--- config.mk ---
export PLATFORM = sky130hd
export DESIGN_NAME = vga_pixel_sink
export DESIGN_NICKNAME = d
export VERILOG_FILES = /design/src/rtl/vga_pixel_sink_pkg.sv /design/src/rtl/vga_pixel_sink_pixel_fifo.sv /design/src/rtl/vga_pixel_sink.sv
export SDC_FILE = /design/constraint.sdc
export NUM_CORES = 1
export LEC_CHECK = 0
export BUFFER_PORTS_ARGS = -buffer_cell sky130_fd_sc_hd__buf_4
export CORE_UTILIZATION = 55
export CTS_CLUSTER_SIZE = 24
export DETAILED_ROUTE_END_ITERATION = 16
export HOLD_SLACK_MARGIN = 0.03
export MAX_ROUTING_LAYER = met4
export PLACE_DENSITY = 0.8
export SLEW_MARGIN = 0
export SYNTH_ARGS = -nofsm -noshare
export SYNTH_HDL_FRONTEND = slang
export SYNTH_SLANG_ARGS = --single-unit
export TNS_END_PERCENT = 50
--- constraint.sdc ---
create_clock -name clk -period 3.8 [get_ports clk]
set_clock_uncertainty 0.1 [all_clocks]
set_input_delay 0.19 -clock clk [delete_from_list [all_inputs] [get_ports clk]]
set_output_delay 0.19 -clock clk [all_outputs]
set_load 0.005 [all_outputs]
--- src/rtl/vga_pixel_sink_pkg.sv ---
// Shared screen geometry, framebuffer widths and sink types.
// Pure definitions; no latency.
// No flow control; used by the sink and its FIFO.
package game_defs;

    localparam int SCREEN_W  = 160;
    localparam int SCREEN_H  = 120;
    localparam int FB_ADDR_W = 15;
    localparam int COLOR_W   = 3;
    localparam int FIFO_W    = 22;

    localparam logic [COLOR_W-1:0]   COLOR_BLACK = 3'b000;
    localparam logic [FB_ADDR_W-1:0] LAST_ADDR   = FB_ADDR_W'(SCREEN_W * SCREEN_H - 1);

    typedef enum logic [1:0] {
        ST_RUN   = 2'd0,
        ST_FLUSH = 2'd1,
        ST_CLEAR = 2'd2
    } state_t;

    // One buffered plot: linear address plus colour, padded to the FIFO width.
    typedef struct packed {
        logic [3:0]           spare;
        logic [COLOR_W-1:0]   color;
        logic [FB_ADDR_W-1:0] addr;
    } pix_t;

    // y*160 + x as two shifts and an add, held at full 15-bit width.
    function automatic logic [FB_ADDR_W-1:0] fb_addr(input logic [7:0] x, input logic [6:0] y);
        logic [FB_ADDR_W-1:0] yw;
        yw = {8'd0, y};
        return (yw << 7) + (yw << 5) + {7'd0, x};
    endfunction

endpackage

--- src/rtl/vga_pixel_sink_pixel_fifo.sv ---
// Synchronous FIFO for plot requests, pointer-MSB wrap detection.
// Write visible on dout the cycle after push; dout shows head combinationally.
// push ignored when full, pop ignored when empty; caller gates with full/empty.
module pixel_fifo #(
    parameter int WIDTH = 22,
    parameter int DEPTH = 8
) (
    input  logic             clk,
    input  logic             resetn,
    input  logic             push,
    input  logic             pop,
    input  logic [WIDTH-1:0] din,
    output logic [WIDTH-1:0] dout,
    output logic             full,
    output logic             empty
);

    localparam int AW = $clog2(DEPTH);

    logic [AW:0]      wr_ptr;
    logic [AW:0]      rd_ptr;
    logic [WIDTH-1:0] mem [DEPTH];

    assign empty = (wr_ptr == rd_ptr);
    assign full  = (wr_ptr[AW] != rd_ptr[AW]) && (wr_ptr[AW-1:0] == rd_ptr[AW-1:0]);
    assign dout  = mem[rd_ptr[AW-1:0]];

    // Pointer update; the extra MSB distinguishes full from empty.
    always_ff @(posedge clk) begin
        if (!resetn) begin
            wr_ptr <= '0;
            rd_ptr <= '0;
        end else begin
            if (push && !full)  wr_ptr <= wr_ptr + 1'b1;
            if (pop  && !empty) rd_ptr <= rd_ptr + 1'b1;
        end
    end

    // Storage write; contents need no reset since empty masks them.
    always_ff @(posedge clk) begin
        if (push && !full) mem[wr_ptr[AW-1:0]] <= din;
    end

endmodule

--- src/rtl/vga_pixel_sink.sv ---
// Plot-request sink: range check, address calc, FIFO, one framebuffer write/cycle, clear sweep.
// Accept at edge N into empty FIFO gives mem_wren one edge later (N+1).
// plot_ready drops when FIFO full or during flush/clear; off-screen plots still handshake.
module vga_pixel_sink
    import game_defs::*;
#(
    parameter int FIFO_DEPTH = 8
) (
    input  logic                 clk,
    input  logic                 resetn,
    input  logic                 plot_valid,
    input  logic [7:0]           x_in,
    input  logic [6:0]           y_in,
    input  logic [COLOR_W-1:0]   color_in,
    output logic                 plot_ready,
    input  logic                 clear_req,
    output logic                 clear_busy,
    output logic                 clear_done,
    output logic [FB_ADDR_W-1:0] mem_addr,
    output logic [COLOR_W-1:0]   mem_data,
    output logic                 mem_wren,
    output logic [7:0]           drop_count
);

    localparam logic [7:0] X_LIMIT = 8'(SCREEN_W);
    localparam logic [6:0] Y_LIMIT = 7'(SCREEN_H);

    state_t               state;
    state_t               state_nxt;
    logic [FB_ADDR_W-1:0] clr_cnt;
    pix_t                 fifo_din;
    pix_t                 fifo_dout;
    logic                 fifo_full;
    logic                 fifo_empty;
    logic                 fifo_push;
    logic                 fifo_pop;
    logic                 on_screen;
    logic                 accept;
    logic                 last_clear;
    logic                 spare_unused;

    assign on_screen  = (x_in < X_LIMIT) && (y_in < Y_LIMIT);
    assign plot_ready = resetn && (state == ST_RUN) && !fifo_full;
    assign accept     = plot_valid && plot_ready;
    assign fifo_push  = accept && on_screen;
    assign fifo_pop   = ((state == ST_RUN) || (state == ST_FLUSH)) && !fifo_empty;
    assign last_clear = (state == ST_CLEAR) && (clr_cnt == LAST_ADDR);
    assign clear_busy = (state != ST_RUN);

    assign fifo_din     = '{spare: 4'd0, color: color_in, addr: fb_addr(x_in, y_in)};
    assign spare_unused = ^fifo_dout.spare;

    pixel_fifo #(
        .WIDTH (FIFO_W),
        .DEPTH (FIFO_DEPTH)
    ) u_fifo (
        .clk    (clk),
        .resetn (resetn),
        .push   (fifo_push),
        .pop    (fifo_pop),
        .din    (fifo_din),
        .dout   (fifo_dout),
        .full   (fifo_full),
        .empty  (fifo_empty)
    );

    // Next-state: RUN -> FLUSH on clear, FLUSH -> CLEAR once drained, CLEAR -> RUN after last pixel.
    always_comb begin
        state_nxt = state;
        case (state)
            ST_RUN:   if (clear_req)  state_nxt = ST_FLUSH;
            ST_FLUSH: if (fifo_empty) state_nxt = ST_CLEAR;
            ST_CLEAR: if (last_clear) state_nxt = ST_RUN;
            default:  state_nxt = ST_RUN;
        endcase
    end

    // State register; reset anywhere, including mid-sweep, returns to RUN.
    always_ff @(posedge clk) begin
        if (!resetn) state <= ST_RUN;
        else         state <= state_nxt;
    end

    // Clear sweep counter: parked at zero while flushing, steps once per CLEAR cycle.
    always_ff @(posedge clk) begin
        if (!resetn)                 clr_cnt <= '0;
        else if (state == ST_FLUSH)  clr_cnt <= '0;
        else if (state == ST_CLEAR)  clr_cnt <= clr_cnt + 1'b1;
    end

    // Memory port: clear pixel wins, else FIFO head, else idle holding last addr/data.
    always_ff @(posedge clk) begin
        if (!resetn) begin
            mem_addr <= '0;
            mem_data <= '0;
            mem_wren <= 1'b0;
        end else if (state == ST_CLEAR) begin
            mem_addr <= clr_cnt;
            mem_data <= COLOR_BLACK;
            mem_wren <= 1'b1;
        end else if (fifo_pop) begin
            mem_addr <= fifo_dout.addr;
            mem_data <= fifo_dout.color;
            mem_wren <= 1'b1;
        end else begin
            mem_wren <= 1'b0;
        end
    end

    // Completion pulse, high alongside the final sweep write.
    always_ff @(posedge clk) begin
        if (!resetn) clear_done <= 1'b0;
        else         clear_done <= last_clear;
    end

    // Saturating count of handshaken off-screen plots.
    always_ff @(posedge clk) begin
        if (!resetn)
            drop_count <= '0;
        else if (accept && !on_screen && (drop_count != 8'hFF))
            drop_count <= drop_count + 8'd1;
    end

endmodule

Word-level counts from Yosys, hierarchy flattened --
Memories as Yosys holds them, arrays and structs flattened. A register that Yosys moved wholly into a read port is not among the register bits. Cells that the tools add are included. W data, S select, Z words.
Word-level totals: flip-flop bits (word level) 53, latch bits 0, memory bits (writable) 144, ROM bits 0, output and inout port bits 30, logic and storage cells 63, memories 1
Memory list:
- u_fifo.mem | words 8, width 18, rd ports 1, clocked after Yosys merged registers in 1, write ports 1, line vga_pixel_sink_pixel_fifo.sv:22 | logic [WIDTH-1:0] mem [DEPTH];
Cells by class: add/subtract/negate cells 6, multipliers 0, divide/modulo/power cells 0, order comparisons 2, equality and inequality tests 10, shifts and indexed selects 0, mux-type cells 12, bitwise logic cells 1, reductions and logical operators 22
Operators with widths (number):
- $mux W15 | 2
- $add A14 B12 Y15 | 1
- $add A15 B1 Y15 const B | 1
- $add A15 B8 Y15 | 1
- $eq A15 B15 Y1 const B | 1
- $logic_and A1 B1 Y1 | 12
- $add A4 B1 Y4 const B | 2
- $add A8 B1 Y8 const B | 1
- $lt A8 B8 Y1 const B | 1
- $ne A8 B8 Y1 const B | 1
- $lt A7 B7 Y1 const B | 1
- $mux W2 | 3
- $mux W3 | 2
- $pmux W2 S3 | 1
- $eq A4 B4 Y1 | 1
- $mux W1 | 4
- $ne A2 B2 Y1 const B | 2
- $reduce_bool A2 Y1 | 2
- $reduce_or A2 Y1 | 2
- $eq A3 B3 Y1 | 1
- $logic_not A1 Y1 | 3
- $reduce_and A3 Y1 | 1
- $eq A2 B1 Y1 const B | 1
- $eq A2 B2 Y1 const B | 1
- 5 further kinds | 5

Longest topological paths before layout --
depth in word-level cells 9, depth in mapped cells 8

By module --
Synthesis repeated with hierarchy kept, for this count alone.
Unflattened totals: cells, all modules 639, area total of the unflattened synthesis 10023.4 sq um
By module, submodules not included:
- pixel_fifo | times used 1, cells an instance 337, area each 7579.8 sq um
- vga_pixel_sink | times used 1, cells an instance 302, area each 2443.6 sq um

Least setup slack after synthesis --
No wires, ideal clock.
path kind register to register, start point register state[0], end point memory u_fifo.mem[4][0] (netlist bit) (enable), library setup time 0.446 ns, data arrival time 3.173 ns, required time 3.254 ns, slack 0.081 ns, cell stages (with the launch flop) 6, path buffers 1, period minus slack after synthesis 3.719 ns, path through dfxtp_1 -> buf_6 -> nor4bb_1 -> nand3_1 -> nand2b_1 -> nor4b_1
Between the ends: word-level cells in the longest chain between the ends 8
RTL lines:
- start: declaration | line vga_pixel_sink.sv:28 | state_t state;
- start signal: assignment | line vga_pixel_sink.sv:81 | else state <= state_nxt;
- $logic_not A2 Y1 | line vga_pixel_sink.sv:43 | assign plot_ready = resetn && (state == ST_RUN) && !fifo_full;
- $logic_and A1 B1 Y1 (2 in a row) | line vga_pixel_sink.sv:43
- $logic_and A1 B1 Y1 | line vga_pixel_sink.sv:44 | assign accept = plot_valid && plot_ready;
- $logic_and A1 B1 Y1 | line vga_pixel_sink.sv:45 | assign fifo_push = accept && on_screen;
- $logic_and A1 B1 Y1 | line vga_pixel_sink_pixel_fifo.sv:41 | if (push && !full) mem[wr_ptr[AW-1:0]] <= din;
- $mux W1 | line vga_pixel_sink_pixel_fifo.sv:41
- $mux W1 (not written as such) | line vga_pixel_sink_pixel_fifo.sv:41
- end: declaration | line vga_pixel_sink_pixel_fifo.sv:22
Every way passes these cells.

==> impl_metrics.env <==
export IMPL_die_h_um=127
export IMPL_ctsResizeCount=0
export IMPL_synth_mux_area_frac=0.140
export IMPL_fill_cells=1028
export IMPL_p_sw_frac=0.273
export IMPL_drv_cap=0
export IMPL_hpwl_mm=11.1
export IMPL_cts_made_buffers=17
export IMPL_antenna_found_initial=0
export IMPL_slowest_stage="a221oi_1"
export IMPL_max_slew_margin=0.322
export IMPL_cts_htree_levels=4
export IMPL_timing_final_crit_period_ns=2.60
export IMPL_power_switching_mw=1.50
export IMPL_maxSlewViolCount=0
export IMPL_crit_fanout=8
export IMPL_syn_area_sq_um=8590
export IMPL_cp_cell_sequence="buf_4 -> inv_1 -> fa_1 -> inv_1 -> fa_1 -> a21o_1 -> a21oi_1 -> o21ai_0 -> a221oi_1"
export IMPL_ys_top_cells_by_area="edfxtp_1 50%, dfxtp_1 13%, mux4_2 9.4%"
export IMPL_syn_area_per_cell_sq_um=14.8
export IMPL_status="finished, final reports clean"
export IMPL_die_area_sq_um=16100
export IMPL_clkPwrFrac=0.325
export IMPL_vdd_ir_drop_max_mv=0.374
export IMPL_ios=52
export IMPL_crit_type="primary input to register"
export IMPL_grt_max_degree=48
export IMPL_cts_tree="yes"
export IMPL_max_freq_ghz=0.384
export IMPL_synth_most_common_cell="edfxtp_1"
export IMPL_clk_path_buf_depth=2
export IMPL_synth_nets=621
export IMPL_arrival_ns=2.63
export IMPL_synth_warnings=0
export IMPL_start_kind="primary input"
export IMPL_synthXorXnorAreaFrac=0.0245
export IMPL_antenna_cells=0
export IMPL_rows=45
export IMPL_fin_util=0.651
export IMPL_use_met2=0.393
export IMPL_synth_top_family_by_area="multiplexers"
export IMPL_rsz0062_at_grt="no"
export IMPL_ys_seq_area_frac=0.634
export IMPL_firstDrtPassIters=7
export IMPL_drc=0
export IMPL_vias_per_cell=6.19
export IMPL_worstMarginPinSlew_ns=1.01
export IMPL_synth_flop_cell="edfxtp_1"
export IMPL_fin_nets=684
export IMPL_start_util=0.565
export IMPL_grt_pass1_wl_mm=27.9
export IMPL_clock_root_buffer="clkbuf_16"
export IMPL_setup_slack_ns=1.20
export IMPL_grt_use_total=0.240
export IMPL_p_seq_frac=0.478
export IMPL_drive_above_1_share=0.235
export IMPL_area_growth_pct=15.3
export IMPL_path_clk_slew_ns=0.08
export IMPL_yosys_area_top_type="edfxtp_1"
export IMPL_grt_busiest_layer="met2"
export IMPL_synth_cell_types=58
export IMPL_hold_path_class="primary input to register"
export IMPL_clk_insertion_delay_late_ns=0.43
export IMPL_syn_inst=580
export IMPL_netlist_area_leader_share=0.504
export IMPL_overflow=0
export IMPL_cts_setup_buffers=0
export IMPL_synth_adder_area_share=0.0294
export IMPL_vias=5223
export IMPL_p_comb_frac=0.197
export IMPL_regArea_sq_um=5450
export IMPL_postRouteAntennaNets=0
export IMPL_use_met3=0.0447
export IMPL_multi_input_area_sq_um=2980
export IMPL_synth_compound_area_frac=0.0557
export IMPL_drt_iter0_drc=477
export IMPL_final_hold_violation_count=0
export IMPL_synth_simple_gate_area_frac=0.0933
export IMPL_setup_tns_final_ns=0
export IMPL_p_leak_nw=3.33
export IMPL_cpPeakStageDelay_ns=0.70
export IMPL_place_congestion=0.833
export IMPL_critPathRequiredTime_ns=3.83
export IMPL_crit_path_end_kind="register"
export IMPL_synthArstFlopShare=0
export IMPL_synth_enable_flop_cells=144
export IMPL_drt_total_wl_mm=17.4
export IMPL_pre_cts_slack_ns=0.767
export IMPL_synth_seq_cells=200
export IMPL_pwr_density_cell_nw_per_um2=555
export IMPL_setup_violations=0
export IMPL_min_period_over_period=0.685
export IMPL_routedWlPerCell_um=20.6
export IMPL_met1_usage=0.296
export IMPL_core_sq_um=15200
export IMPL_die_w_um=127
export IMPL_io_buffers=51
export IMPL_netlist_top_cells_count="144 x edfxtp_1, 56 x dfxtp_1, 36 x mux4_2"
export IMPL_p_int_mw=3.99
export IMPL_cts_sinks=200
export IMPL_grt_pass1_vias=5114
-- sequential cells by signal, indices dropped and copies added (netlist names), 2 cells and up, named ones only --
signal	count
u_fifo.mem	144
clr_cnt	15
mem_addr	15
drop_count	8
u_fifo.rd_ptr	4
u_fifo.wr_ptr	4
mem_data	3
state	2
-- metal layers --
metal	vias up	wire length, um
li1	2383	-
met4	0	499
met3	33	892
met2	187	8850
met5	-	0
met1	2620	7160
-- what timing repair did --
action,CTS,global route
endpoints found under the setup margin,0,0
endpoints found under the hold margin,65,0
hold buffers,9,0
-- metrics by stage --
stage          cells  area, sq um  hold slack [ns]  power [mW]
2_1_floorplan    580         8590            0.189        3.37
3_3_place_gp     803         9220            0.320        3.71
3_5_place_dp     803         9220            0.326        3.75
4_1_cts          844         9900            0.108        5.52
5_1_grt          844         9900            0.139        5.71
6_report         844         9900            0.126        5.49
-- logic make-up after synthesis --
group                      count (synthesis)
xor gates and xnor gates                  24
adders and majority gates                 19
DFF                                      200
AOI/OAI and AO/OA                         73
and+or+nand+nor                          142
buffers and inverters                     48
muxes                                     74
-- layout by cell type (no fill, tap or decap), types with 2 or more instances in the layout --
| master | netlist | final |
|---|---|---|
| dlygate4sd3_1 | 0 | 9 |
| inv_6 | 0 | 6 |
| clkinv_4 | 0 | 2 |
| or4_1 | 3 | 3 |
| fa_1 | 2 | 2 |
| o21ai_0 | 12 | 12 |
| nor4_1 | 7 | 6 |
| or2_2 | 3 | 3 |
| or3b_1 | 2 | 2 |
| or3_1 | 7 | 7 |
| a21o_1 | 3 | 3 |
| a21oi_1 | 16 | 16 |
| nor4_2 | 1 | 2 |
| ha_1 | 17 | 17 |
| nor2_1 | 28 | 28 |
| bufinv_16 | 0 | 2 |
| o21ai_1 | 8 | 8 |
| mux2_2 | 6 | 6 |
| buf_4 | 0 | 66 |
| mux4_2 | 36 | 36 |
| dfxtp_1 | 56 | 55 |
| a41oi_1 | 6 | 6 |
| xor2_1 | 8 | 8 |
| nor4b_2 | 1 | 3 |
| nand3_1 | 16 | 16 |
| mux2i_1 | 32 | 32 |
| nand2_1 | 30 | 30 |
| nor3_1 | 6 | 5 |
| xnor2_1 | 16 | 16 |
| nand2b_1 | 8 | 8 |
| nor4b_1 | 5 | 2 |
| edfxtp_1 | 144 | 144 |
| inv_1 | 16 | 16 |
| clkbuf_16 | 0 | 17 |
| o211ai_1 | 12 | 12 |
| nand4_1 | 15 | 15 |
| o31ai_1 | 3 | 3 |
| clkinvlp_4 | 0 | 2 |
| and4b_1 | 2 | 2 |
-- critical path: cells and delay by family --
kind	cells	cell delay (ns)
adders and majority gates	2	0.98
buffers and inverters	3	0.20
AOI/OAI and AO/OA	4	1.25
-- power groups by stage --
stage | clock network (mW) | logic, mW | registers [mW]
after floorplan | 0 | 0.751 | 2.62
after global placement | 0 | 1.04 | 2.66
after detailed placement | 0 | 1.08 | 2.67
after CTS | 1.80 | 1.09 | 2.62
after global routing | 1.89 | 1.18 | 2.64
final | 1.78 | 1.08 | 2.63
-- area by class of cell --
class	count	share of cell area
Clock buffer	18	0.0433
Clock inverter	14	0.0163
Inverter	17	0.00645
Multi-Input combinational cell	332	0.301
Sequential cell	200	0.550
Tap cell	188	0.0238
Timing Repair Buffer	75	0.0591
-- worst paths after layout --
path	from	to	slack [ns]	cells after the start
setup / recovery	x_in[7]	u_fifo.mem[6][12]	1.20	9
hold / removal	resetn	drop_count[2]	0.13	2
setup reg to reg	state[1]	u_fifo.mem[4][1]	1.35	5
hold reg to reg	clr_cnt[14]	clr_cnt[14]	0.42	2
Power figures use the tool's default switching activity.
